==> src/rtl/battle_pkg.sv <==
// rtl/battle_pkg.sv - shared battle-system types: move codes and move_input FSM states
package battle_pkg;

  localparam int MOVE_W_DEF = 2;

  typedef logic [MOVE_W_DEF-1:0] move_t;

  localparam move_t MOVE_0 = 2'd0;
  localparam move_t MOVE_1 = 2'd1;
  localparam move_t MOVE_2 = 2'd2;
  localparam move_t MOVE_3 = 2'd3;

  typedef enum logic [1:0] {
    S_IDLE       = 2'd0,
    S_DB_PRESS   = 2'd1,
    S_OFFER      = 2'd2,
    S_DB_RELEASE = 2'd3
  } move_state_t;

endpackage

==> src/rtl/move_input_sync2.sv <==
// rtl/move_input_sync2.sv - sync2: two-flop synchronizer with configurable reset value
module sync2 #(
  parameter int               WIDTH   = 1,
  parameter logic [WIDTH-1:0] RST_VAL = '0
) (
  input  logic             clk,
  input  logic             reset_n,
  input  logic [WIDTH-1:0] d,
  output logic [WIDTH-1:0] q
);

  logic [WIDTH-1:0] r_meta;
  logic [WIDTH-1:0] r_sync;

  // two-stage capture of the asynchronous input
  always_ff @(posedge clk or negedge reset_n) begin
    if (!reset_n) begin
      r_meta <= RST_VAL;
      r_sync <= RST_VAL;
    end else begin
      r_meta <= d;
      r_sync <= r_meta;
    end
  end

  assign q = r_sync;

endmodule

==> src/rtl/move_input.sv <==
// rtl/move_input.sv - debounced one-move-per-press player input with valid/ready output; optional turn timeout under TURN_TIMEOUT_EN
module move_input
  import battle_pkg::*;
#(
  parameter int DEBOUNCE_CYCLES = 4,
  parameter int MOVE_W          = MOVE_W_DEF,
  parameter int TIMEOUT_CYCLES  = 64
) (
  input  logic              clk,
  input  logic              reset_n,
  input  logic              key_n,
  input  logic [MOVE_W-1:0] move_sel,
  input  logic              enable,
  input  logic              move_ready,
  output logic              move_valid,
  output logic [MOVE_W-1:0] move_code,
  output logic              move_timeout,
  output logic              busy,
  output logic [7:0]        press_count
);

  localparam int               CNT_W   = $clog2(DEBOUNCE_CYCLES + 1);
  localparam logic [CNT_W-1:0] DB_MAX  = CNT_W'(DEBOUNCE_CYCLES);
  localparam logic [CNT_W-1:0] CNT_ONE = CNT_W'(1);

  logic              w_key_s;
  logic [MOVE_W-1:0] w_sel_s;
  logic              w_pressed;

  move_state_t       r_state;
  move_state_t       w_state_nx;
  logic [CNT_W-1:0]  r_cnt;
  logic [CNT_W-1:0]  w_cnt_nx;
  logic [CNT_W-1:0]  w_cnt_inc;
  logic              w_db_done;
  logic              w_latch;
  logic              w_xfer;
  logic              w_to_fire;
  logic              w_to_done;
  logic              w_to_move;
  logic [MOVE_W-1:0] r_code;
  logic [7:0]        r_press_count;

  sync2 #(
    .WIDTH   (1),
    .RST_VAL (1'b1)
  ) u_key_sync (
    .clk     (clk),
    .reset_n (reset_n),
    .d       (key_n),
    .q       (w_key_s)
  );

  sync2 #(
    .WIDTH   (MOVE_W),
    .RST_VAL ('0)
  ) u_sel_sync (
    .clk     (clk),
    .reset_n (reset_n),
    .d       (move_sel),
    .q       (w_sel_s)
  );

  assign w_pressed = ~w_key_s;

  // saturating increment; the counter never needs to exceed DEBOUNCE_CYCLES
  assign w_cnt_inc = (r_cnt == DB_MAX) ? r_cnt : r_cnt + CNT_ONE;
  assign w_db_done = (w_cnt_inc == DB_MAX);

  // state register
  always_ff @(posedge clk or negedge reset_n) begin
    if (!reset_n) begin
      r_state <= S_IDLE;
    end else begin
      r_state <= w_state_nx;
    end
  end

  // next-state, debounce counter and datapath strobes
  always_comb begin
    w_state_nx = r_state;
    w_cnt_nx   = r_cnt;
    w_latch    = 1'b0;
    w_xfer     = 1'b0;
    w_to_fire  = 1'b0;
    case (r_state)
      S_IDLE: begin
        w_cnt_nx = '0;
        if (w_pressed && enable) begin
          w_state_nx = S_DB_PRESS;
          w_cnt_nx   = CNT_ONE;
        end else if (enable && w_to_done) begin
          w_state_nx = S_OFFER;
          w_to_fire  = 1'b1;
        end
      end
      S_DB_PRESS: begin
        if (!w_pressed) begin
          w_state_nx = S_IDLE;
          w_cnt_nx   = '0;
        end else if (w_db_done) begin
          w_state_nx = S_OFFER;
          w_cnt_nx   = '0;
          w_latch    = 1'b1;
        end else begin
          w_cnt_nx   = w_cnt_inc;
        end
      end
      S_OFFER: begin
        w_cnt_nx = '0;
        if (move_ready) begin
          w_xfer     = 1'b1;
          // a timeout move has no button to wait on, so skip release debounce
          w_state_nx = w_to_move ? S_IDLE : S_DB_RELEASE;
        end
      end
      S_DB_RELEASE: begin
        if (w_pressed) begin
          w_cnt_nx   = '0;
        end else if (w_db_done) begin
          w_state_nx = S_IDLE;
          w_cnt_nx   = '0;
        end else begin
          w_cnt_nx   = w_cnt_inc;
        end
      end
      default: begin
        w_state_nx = S_IDLE;
        w_cnt_nx   = '0;
      end
    endcase
  end

  // debounce counter, latched move code and transfer count
  always_ff @(posedge clk or negedge reset_n) begin
    if (!reset_n) begin
      r_cnt         <= '0;
      r_code        <= '0;
      r_press_count <= 8'd0;
    end else begin
      r_cnt <= w_cnt_nx;
      if (w_latch) begin
        r_code <= w_sel_s;
      end else if (w_to_fire) begin
        r_code <= MOVE_W'(MOVE_0);
      end
      if (w_xfer) begin
        r_press_count <= r_press_count + 8'd1;
      end
    end
  end

`ifdef TURN_TIMEOUT_EN
  localparam int              TO_W    = $clog2(TIMEOUT_CYCLES + 1);
  localparam logic [TO_W-1:0] TO_LAST = TO_W'(TIMEOUT_CYCLES - 1);

  logic [TO_W-1:0] r_to_cnt;
  logic            r_timeout;

  assign w_to_done = (r_to_cnt == TO_LAST);

  // idle-with-enable cycle counter; any other condition restarts it
  always_ff @(posedge clk or negedge reset_n) begin
    if (!reset_n) begin
      r_to_cnt <= '0;
    end else if (r_state == S_IDLE && enable && w_state_nx == S_IDLE) begin
      r_to_cnt <= r_to_cnt + 1'b1;
    end else begin
      r_to_cnt <= '0;
    end
  end

  // marks the offered move as timeout-generated until it is taken
  always_ff @(posedge clk or negedge reset_n) begin
    if (!reset_n) begin
      r_timeout <= 1'b0;
    end else if (w_to_fire) begin
      r_timeout <= 1'b1;
    end else if (w_xfer) begin
      r_timeout <= 1'b0;
    end
  end

  assign w_to_move = r_timeout;
`else
  assign w_to_done = 1'b0;
  assign w_to_move = 1'b0;
`endif

  // outputs decoded from state so an async reset drops move_valid at once
  always_comb begin
    move_valid = (r_state == S_OFFER);
    busy       = (r_state != S_IDLE);
  end

  assign move_code    = r_code;
  assign move_timeout = w_to_move;
  assign press_count  = r_press_count;

endmodule

==> config.mk <==
export PLATFORM = sky130hd
export DESIGN_NAME = move_input
export DESIGN_NICKNAME = d
export VERILOG_FILES = /design/src/rtl/battle_pkg.sv /design/src/rtl/move_input_sync2.sv /design/src/rtl/move_input.sv
export SDC_FILE = /design/constraint.sdc
export NUM_CORES = 1
export LEC_CHECK = 0
export CORE_ASPECT_RATIO = 1.2
export CORE_MARGIN = 10
export CORE_UTILIZATION = 49
export CTS_BUF_LIST = sky130_fd_sc_hd__clkbuf_8 sky130_fd_sc_hd__clkbuf_16
export DETAILED_ROUTE_END_ITERATION = 10
export GPL_TIMING_DRIVEN = 1
export PLACE_DENSITY = 0.77
export SKIP_LAST_GASP = 1
export SYNTH_ARGS = -nofsm -noshare
export SYNTH_HDL_FRONTEND = slang
export SYNTH_SLANG_ARGS = --single-unit
==> constraint.sdc <==
create_clock -name clk -period 2.63 [get_ports clk]
set_clock_uncertainty 0.1 [all_clocks]
set_input_delay 0.3945 -clock clk [delete_from_list [all_inputs] [get_ports clk]]
set_output_delay 0.3945 -clock clk [all_outputs]
set_load 0.01 [all_outputs]
==> results.py <==
metrics = {
    "worst_setup_path": {
        "path_class": "register to register",
        "reg2reg_depth": 5,
        "arrival_ns": 2.15,
        "r2r_slack_ns": 0.52,
        "crit_required_ns": 2.67,
        "end_kind": "register",
        "setup.worst_path.start_class": "register",
        "cp_max_fo": 8,
        "r2r_end": "move_code[1]$_DFFE_PN0P_",
        "r2r-start": "r_cnt[0]$_DFF_PN0_",
    },
    "routing": {
        "vias": 696,
        "drtAntennaViolNets": 0,
        "viasPerCell": 5.66,
        "wire_per_inst_um": 16.8,
        "firstDrtPassIters": 4,
        "drcViolationCount": 0,
        "postRouteWirelength_um": 2070,
        "drt_iter0_drc": 11,
    },
    "cells_and_area": {
        "post-route-util_pct": 65.6,
        "area_growth_pct": 24.0,
        "n_antenna_cell": 0,
        "fin_cells": 123,
        "fillCellCount": 154,
        "nets": 115,
        "drive_gt1_share_pct": 13.5,
    },
    "floorplanning": {
        "rows": 17,
        "io_pins": 20,
        "die_area_um2": 4220,
        "die_y_um": 69.2,
        "start_util_pct": 52.9,
        "die_w_um": 61.0,
        "core_area_um2": 1870,
    },
    "clock_tree": {
        "htree_levels": 1,
        "cts.root.buffer_cell": "clkbuf_8",
        "clkSlewWorstSetupHoldPaths_ns": 0.07,
        "numCtsBuffers": 3,
        "clock_latency_ns": 0.25,
        "cts.sinks": 21,
        "cts_setup_buffers": 0,
        "cts_tree": "yes",
        "cts-resized-gates": 0,
        "cts-hold-fix-buffers": 0,
        "clk_path_buf_depth": 2,
    },
    "power_and_ir_drop": {
        "p_per_area_nw_per_um2": 535,
        "ir_worst_vdd_uv": 375,
        "p_total_mw": 0.657,
        "p_leak_nw": 0.556,
    },
    "job": {
        "maxCapViolations": 0,
    },
    "place": {
        "dp_hpwl_um": 1510,
        "placedCellCount": 119,
        "gp_congestion": 0.738,
        "port_buffers": 18,
    },
    "sta": {
        "layout_min_cycle_time_ns": 2.11,
        "timing.fmax_mhz": 473,
        "finalHoldViolCount": 0,
        "grt_setup_unrepaired": "false",
        "period_share_pct": 80.4,
        "setup_violations": 0,
        "fin_tns_setup_ns": 0,
        "maxSlewViolCount": 0,
    },
    "grt": {
        "grt_usage_pct": 10.5,
        "grt_first_pass_wirelength_um": 3460,
        "antenna_found_initial": 0,
        "grt_max_degree": 22,
        "gr-total-overflow": 0,
        "grt_pass1_vias": 745,
    },
    "synth": {
        "syn-cell-area_um2": 990,
        "yosys.cell_types.count": 36,
        "synth_cells": 83,
        "synth_seq_cells": 21,
        "synthesis.nets": 93,
        "ys_seq_area_share_pct": 53.4,
        "ys_warn_count": 0,
        "avgSynthCellArea_um2": 11.9,
    },
    "hold_path": {
        "min-delay-start": "u_sel_sync.r_meta[1]$_DFF_PN0_",
        "hold_class": "register to register",
        "hold_end": "u_sel_sync.q[1]$_DFF_PN0_",
        "hold_depth": 0,
    },
    "outcome": {
        "status": "finished, final reports clean",
    },
}
==> placed cells by master, fill, tap and decap left out, drive strengths merged, types with 2 or more instances in the layout <==
cell,count
mux2,4
nand3b,4
xor2,6
dfstp,2
nor3,2
nand2b,2
clkdlybuf4s50,18
inv,6
a31oi,2
o21ai,2
ha,3
nand3,2
nor2,5
nor2b,2
clkbuf,3
nand2,4
dfrtp,19
==> flip-flops by register name, summed over array words and instances, names as in the netlist, named ones only <==
register,flops
u_key_sync.q,1
press_count,8
r_state,1
move_code,2
u_sel_sync.q,2
u_key_sync.r_meta,1
u_sel_sync.r_meta,2
r_cnt,3
==> synthesized netlist by cell type (all sizes together) <==
master | count | area share [%]
or2 | 1 | 0.63
nand4bb | 1 | 1.1
or4b | 1 | 1.4
nor3b | 1 | 0.76
nand3 | 2 | 1.0
dfrtp | 19 | 48
nand3b | 4 | 3.0
a21bo | 1 | 1.0
dfstp | 2 | 5.3
nand2b | 2 | 1.3
mux2i | 1 | 1.0
mux2 | 4 | 5.3
nor4b | 1 | 0.89
nor2b | 2 | 1.3
and2 | 1 | 0.63
a311oi | 1 | 0.89
inv | 5 | 1.9
o22ai | 1 | 0.63
a211oi | 1 | 0.76
o2111ai | 1 | 0.89
nor2 | 5 | 1.9
nand2 | 4 | 1.5
nor3 | 2 | 1.0
xor2 | 6 | 5.3
conb | 1 | 0.38
o21ai | 2 | 1.0
ha | 3 | 3.8
xnor2 | 1 | 0.89
buf | 2 | 1.9
a31oi | 2 | 2.8
a21oi | 1 | 0.51
and3 | 1 | 0.63
nor4 | 1 | 0.63
==> cell type report <==
| class | instances | area [um^2] | area share [%] |
|---|---|---|---|
| sequential | 21 | 528 | 43.0 |
| tap | 19 | 23.8 | 1.94 |
| multi-input combinational | 55 | 424 | 34.6 |
| inverter | 5 | 18.8 | 1.53 |
| clock buffer | 3 | 41.3 | 3.36 |
| clock inverter | 1 | 3.75 | 0.306 |
| timing repair buffer | 19 | 188 | 15.3 |
==> logic make-up (layout without fill, tap and decap cells) <==
group	Yosys count	in the layout	share of synthesized area (%)
other cells	1	1	0.379
compound gates	10	10	8.47
xor+xnor	7	7	6.19
buf+inv	7	28	3.79
flops	21	21	53.4
simple gates	29	29	17.7
fa+ha+maj	3	3	3.79
mux	5	5	6.32
==> stage by stage <==
step | cell area, um^2 | hold slack (ns) | setup slack [ns]
final | 1230 | 0.255 | 0.515
after global routing | 1230 | 0.261 | 0.436
after CTS | 1230 | 0.258 | 0.525
after detailed placement | 1180 | 0.241 | 0.534
after global placement | 1180 | 0.233 | 0.604
after floorplan | 990 | -0.00109 | 0.634
==> worst max-delay path, cell delays in order (launching register included) <==
cell and delay, ns:
dfrtp_1 0.46, inv_1 0.08, ha_1 0.36, or4b_4 0.51
a31oi_4 0.19, mux2_4 0.31
==> worst max path at each step <==
stage	from	endpoint	cells after the start
4_1_cts	r_cnt[0]$_DFF_PN0_	move_code[0]$_DFFE_PN0P_	5
6_report	r_cnt[0]$_DFF_PN0_	move_code[1]$_DFFE_PN0P_	5
2_1_floorplan	r_cnt[0]$_DFF_PN0_	move_code[0]$_DFFE_PN0P_	5
3_3_place_gp	r_cnt[0]$_DFF_PN0_	move_code[1]$_DFFE_PN0P_	5
5_1_grt	r_cnt[0]$_DFF_PN0_	move_code[0]$_DFFE_PN0P_	5
3_5_place_dp	r_cnt[0]$_DFF_PN0_	move_code[0]$_DFFE_PN0P_	5
==> metal layers <==
metal / part of all wire, % / track usage, % / up-vias
met3: 6.1 / 4.39 / 2
met4: 0.77 / 4.38 / 0
met2: 55 / 17.4 / 16
met5: 0 / 0 / -
li1: - / - / 328
met1: 39 / 10.9 / 350
==> report_power, final <==
part	total [mW]	internal (mW)	switching (mW)
clock network	0.198	0.104	0.0945
logic	0.0956	0.0538	0.0417
registers	0.363	0.342	0.0209
Note: power is estimated with default switching activity, not from simulation.
